### src/rtl/latch_bank_sequencer.sv
// latch_bank_sequencer: round-robin arbiter that shares one bank of
// transparent-low latches among NUM_REQ requesters. Each transaction runs
// IDLE -> SETUP -> STROBE -> HOLD, with each phase lasting one clock.
// Data, gate, clear and preset never change on the same edge.
module latch_bank_sequencer #(
    parameter int NUM_REQ = 4,
    parameter int WIDTH   = 8,
    parameter int IDW     = 2
) (
    input  logic                     clk,
    input  logic                     reset,
    input  logic [NUM_REQ-1:0]       req,
    input  logic [2*NUM_REQ-1:0]     op,
    input  logic [NUM_REQ*WIDTH-1:0] wdata,
    output logic [NUM_REQ-1:0]       ack,
    output logic                     busy,
    output logic [IDW-1:0]           grant_id,
    output logic [WIDTH-1:0]         latch_d,
    output logic                     latch_g,
    output logic                     latch_clr,
    output logic                     latch_pre
);

    typedef enum logic [1:0] {
        IDLE   = 2'd0,
        SETUP  = 2'd1,
        STROBE = 2'd2,
        HOLD   = 2'd3
    } state_t;

    typedef enum logic [1:0] {
        OP_LOAD   = 2'b00,
        OP_CLEAR  = 2'b01,
        OP_PRESET = 2'b10,
        OP_NOP    = 2'b11
    } op_t;

    state_t               state_q, state_d;
    logic [IDW-1:0]       rr_q, rr_d;
    logic [IDW-1:0]       grant_id_q, grant_id_d;
    op_t                  op_q, op_d;
    logic [WIDTH-1:0]     latch_d_q, latch_d_d;
    logic                 latch_g_q, latch_g_d;
    logic                 latch_clr_q, latch_clr_d;
    logic                 latch_pre_q, latch_pre_d;
    logic                 busy_q, busy_d;
    logic [NUM_REQ-1:0]   ack_q, ack_d;

    logic                 arb_found;
    logic [IDW-1:0]       arb_win;

    // Round-robin search: first active request starting at rr_q, wrapping.
    always_comb begin
        // NOTE: every combinational output gets a default first so no path
        // leaves it unassigned, which would otherwise infer a latch.
        arb_found = 1'b0;
        arb_win   = rr_q;
        for (int i = 0; i < NUM_REQ; i++) begin
            if (!arb_found && req[(int'(rr_q) + i) % NUM_REQ]) begin
                arb_found = 1'b1;
                arb_win   = IDW'((int'(rr_q) + i) % NUM_REQ);
            end
        end
    end

    // Next-state and next-output logic; every output is the registered
    // image of the value computed here for the state being entered.
    always_comb begin
        state_d     = state_q;
        rr_d        = rr_q;
        grant_id_d  = grant_id_q;
        op_d        = op_q;
        latch_d_d   = latch_d_q;
        latch_g_d   = 1'b1;
        latch_clr_d = 1'b0;
        latch_pre_d = 1'b0;
        busy_d      = 1'b0;
        ack_d       = '0;

        case (state_q)
            IDLE: begin
                if (arb_found) begin
                    state_d    = SETUP;
                    busy_d     = 1'b1;
                    grant_id_d = arb_win;
                    op_d       = op_t'(op[2*int'(arb_win) +: 2]);
                    rr_d       = IDW'((int'(arb_win) + 1) % NUM_REQ);
                    // Only loads drive new data; other ops leave D untouched.
                    if (op_t'(op[2*int'(arb_win) +: 2]) == OP_LOAD)
                        latch_d_d = wdata[WIDTH*int'(arb_win) +: WIDTH];
                end
            end
            SETUP: begin
                state_d = STROBE;
                busy_d  = 1'b1;
                ack_d[grant_id_q] = 1'b1;
                case (op_q)
                    OP_LOAD:   latch_g_d   = 1'b0;
                    OP_CLEAR:  latch_clr_d = 1'b1;
                    OP_PRESET: latch_pre_d = 1'b1;
                    default:   ;
                endcase
            end
            STROBE: begin
                state_d = HOLD;
                busy_d  = 1'b1;
            end
            default: begin
                state_d = IDLE;
            end
        endcase
    end

    // State and output registers; reset clears the bank and drops any
    // transaction in flight without acking it.
    always_ff @(posedge clk) begin
        // NOTE: sequential state uses non-blocking assignments so every flop
        // samples the pre-edge values regardless of statement order.
        if (reset) begin
            state_q     <= IDLE;
            rr_q        <= '0;
            grant_id_q  <= '0;
            op_q        <= OP_NOP;
            latch_d_q   <= '0;
            latch_g_q   <= 1'b1;
            latch_clr_q <= 1'b1;
            latch_pre_q <= 1'b0;
            busy_q      <= 1'b0;
            ack_q       <= '0;
        end else begin
            state_q     <= state_d;
            rr_q        <= rr_d;
            grant_id_q  <= grant_id_d;
            op_q        <= op_d;
            latch_d_q   <= latch_d_d;
            latch_g_q   <= latch_g_d;
            latch_clr_q <= latch_clr_d;
            latch_pre_q <= latch_pre_d;
            busy_q      <= busy_d;
            ack_q       <= ack_d;
        end
    end

    assign ack       = ack_q;
    assign busy      = busy_q;
    assign grant_id  = grant_id_q;
    assign latch_d   = latch_d_q;
    assign latch_g   = latch_g_q;
    assign latch_clr = latch_clr_q;
    assign latch_pre = latch_pre_q;

endmodule

### config.mk
export PLATFORM = sky130hd
export DESIGN_NAME = latch_bank_sequencer
export DESIGN_NICKNAME = d
export VERILOG_FILES = /design/src/rtl/latch_bank_sequencer.sv
export SDC_FILE = /design/constraint.sdc
export NUM_CORES = 1
export LEC_CHECK = 0
export CELL_PAD_IN_SITES_DETAIL_PLACEMENT = 1
export CELL_PAD_IN_SITES_GLOBAL_PLACEMENT = 1
export CORE_MARGIN = 2
export CORE_UTILIZATION = 27
export CTS_BUF_LIST = sky130_fd_sc_hd__clkbuf_16
export CTS_CLUSTER_DIAMETER = 100
export CTS_CLUSTER_SIZE = 40
export DETAILED_ROUTE_END_ITERATION = 8
export HOLD_SLACK_MARGIN = 0.12
export PLACE_DENSITY = 0.74
export SLEW_MARGIN = 5
export SYNTH_ARGS = -nofsm -noshare
export SYNTH_HDL_FRONTEND = slang
export SYNTH_SLANG_ARGS = --single-unit
### constraint.sdc
create_clock -name clk -period 2.1 [get_ports clk]
set_input_delay 0.21 -clock clk [delete_from_list [all_inputs] [get_ports clk]]
set_output_delay 0.21 -clock clk [all_outputs]
set_load 0.02 [all_outputs]
==> run metrics <==
Synth area leaders=dfxtp_1, mux2_4, o31a_1; Worst Hold Margin=501 ps; I/O Buffers=63; mux cell area share after synthesis=under 10%; Pwr Density=~1100 nW/um2; Compound-Gate Fraction of Synth Area=around 29%; Hold Buf Count CTS=0; Setup crit end kind=register; Max Cap Viol=0; gr usage total=between 10% and 20%; Synth Area in XOR/XNOR=0%; Post-Syn Area=1490 um2; Mapped Nets=210; crit-path max FO=8; initial DRC count=28; hold path start=op_q[0]; main combinational cell family by area after synthesis=compound AO/OA/AOI/OAI gates; floorplan row count=27; Die ar.=6110 um2; sequential area share after synthesis=about a third; Placer Congestion=roughly 0.76; crit start category=register; R2R Path End=latch_d[0]; placed cell area=about 2300 um2; largest delay contributor family on the critical path=simple AND/OR/NAND/NOR gates; largest net degree at the start of global routing=19; core box area=approximately 5400 um2; simple-gate share of the synthesized area=22.2%; cell area after layout=2500 um2; IO Pins=64; RSZ-0062 raised after global routing=true; Worst R2R Setup Slack=-20 ps; WP buf/inv=2; initial antenna violation count=0; gr ovfl total=0; critical-path cell list=and3b_1 > or4_4 > and2_4 > buf_6 > a211oi_4 > o22ai_4 > buf_12 > mux2_4; CTS tree=yes; Slew Viols, Final=0; Mean Syn Cell Area=roughly 9.3 um2; slew of the pin with the lowest slew margin=569 ps; die width=78.2 um; area share of fa/ha/maj cells after synthesis=3.37%; Post-DRT Antenna Nets=0; Nets=about 290; path depth of the worst reg2reg path=8; r2r startpoint=rr_q[1]; failing checks=setup timing; Post-DP HPWL=between 3 and 4 mm; first-pass GRT wire length=7.94 mm; post-synth top area cell=dfxtp_1; clk_skew=around 7 ps; Inserted Clock Buffers=3; Peak VDD IR=roughly 0.44 mV; P_leak=0.969 nW; via count=~1500; Residual DRC=0; Via density=~4.9; worst slack, placed=-539 ps; Worst Hold Class=reg -> reg; Largest stage delay, worst path=410 ps; period utilization=101%; final setup fails=8; clock transition at the registers of the reported paths=around 70 ps; clk buf depth=2; Req. time, crit path=around 2200 ps; Final min period=approximately 2100 ps; Ys Warns=0; final worst slack=-23.1 ps; CP max-delay cell=or4_4; Netlist cell types=35; # H-tree levels=1; DRT Pass-1 Iters=4; fraction of layout cells with a size suffix above 1=a little over a fifth; Fin. Hold Viols=0; Die H=78.2 um; status=finished with violations; Ant. Diodes=0; clock sink count=24; Cells after Synth=160; slew margin rel.=about three fifths; Yosys reg bits=24; crit path DAT=2270 ps; worst skew pair latency=approximately 260 ps; number of global-route vias before repair=~1600; top-area cell type share of the netlist area=32.4%; Hold Path Sink=latch_pre; Root Buffer=clkbuf_16; critical path type=reg -> reg; final wirelength=around 4.7 mm; Initial Utilization=27.5%; routed length per instance=about 15 um; Fmax=471 MHz; area grow syn2layout=68.1%; hold depth=1
logic make-up (layout without fill, tap and decap cells):
group,after synthesis,count (layout)
buffers and inverters,13,93
muxes,8,8
adders and majority gates,4,4
and+or+nand+nor,64,64
AOI/OAI and AO/OA,47,47
DFF,24,24
worst max path at each step:
stage	cells after the start	end	slack [ps]	from
final	8	latch_d[0]	-20	rr_q[1]
after floorplan	6	latch_d[0]	90	rr_q[0]
after CTS	6	latch_d[0]	-100	rr_q[1]
after global placement	8	latch_d[3]	-430	req[0]
after detailed placement	8	latch_d[3]	-540	req[2]
after global routing	8	latch_d[7]	-90	rr_q[1]
per-stage QoR:
step	TNS [ps]	power [W]	instances	utilization (%)
6_report	-147	0.00279	312	46.2
5_1_grt	-661	0.00298	312	46.2
4_1_cts	-783	0.00271	309	45.0
3_5_place_dp	-4740	0.00211	302	42.6
3_3_place_gp	-3800	0.00206	302	42.6
2_1_floorplan	0	0.00156	160	-
state kept, by name (all words and copies together), names as in the netlist:
name / cells
op_q: 2
latch_pre: 1
grant_id: 2
latch_g: 1
rr_q: 2
latch_d: 8
latch_clr: 1
state_q: 2
busy: 1
ack: 4
cell usage after synthesis, drive strengths merged:
cell,instances
nor2b,14
or3,2
and3,1
ha,4
and3b,1
a2111oi,2
mux2,8
a311oi,10
dfxtp,24
a211oi,12
nand2,28
o22ai,1
and2,1
o21a,1
o21ba,1
nor3b,1
o31a,12
or4,1
inv,3
nand3,1
nor2,8
a21oi,3
nor4,1
nor3,4
buf,7
nand2b,1
o311ai,1
o31ai,1
clkbuf,3
o21ai,3
layer usage:
| metal | part of all wire [%] | vias to the layer above | global-route usage (%) |
|---|---|---|---|
| li1 | - | 755 | - |
| met5 | 0 | - | 0 |
| met3 | 3.7 | 4 | 1.84 |
| met2 | 51 | 41 | 28.8 |
| met4 | 1.2 | 0 | 4.21 |
| met1 | 44 | 718 | 20.3 |
cells in the final DEF, fill, tap and decap left out, drive strengths merged, types with 4 or more instances in the layout:
| master | netlist | routed |
|---|---|---|
| a211oi | 12 | 12 |
| a311oi | 10 | 10 |
| buf | 7 | 23 |
| clkdlybuf4s50 | 0 | 59 |
| dfxtp | 24 | 24 |
| dlygate4sd2 | 0 | 4 |
| ha | 4 | 4 |
| mux2 | 8 | 8 |
| nand2 | 28 | 28 |
| nor2 | 8 | 8 |
| nor2b | 14 | 14 |
| nor3 | 4 | 4 |
| o31a | 12 | 12 |
cell type report:
cell class	count	area, um2
fill	636	2910
multi-input combinational	123	958
timing repair buffer	86	843
sequential	24	488
tap	72	90.1
clock buffer	3	75.1
clock inverter	1	30.0
inverter	3	11.3
report_power, final:
part / switching [W] / internal, W
Combinational: 0.000759 / 0.000792
Clock: 0.000166 / 0.000379
Sequential: 0.000105 / 0.000589
Total: 0.00103 / 0.00176
repair_timing:
item	in CTS	in global routing
endpoints found under the hold margin	0	0
resized for setup	10	7
pin swaps	4	3
setup buffers	3	3
setup endpoints to repair	9	8
Power figures use the tool's default switching activity.
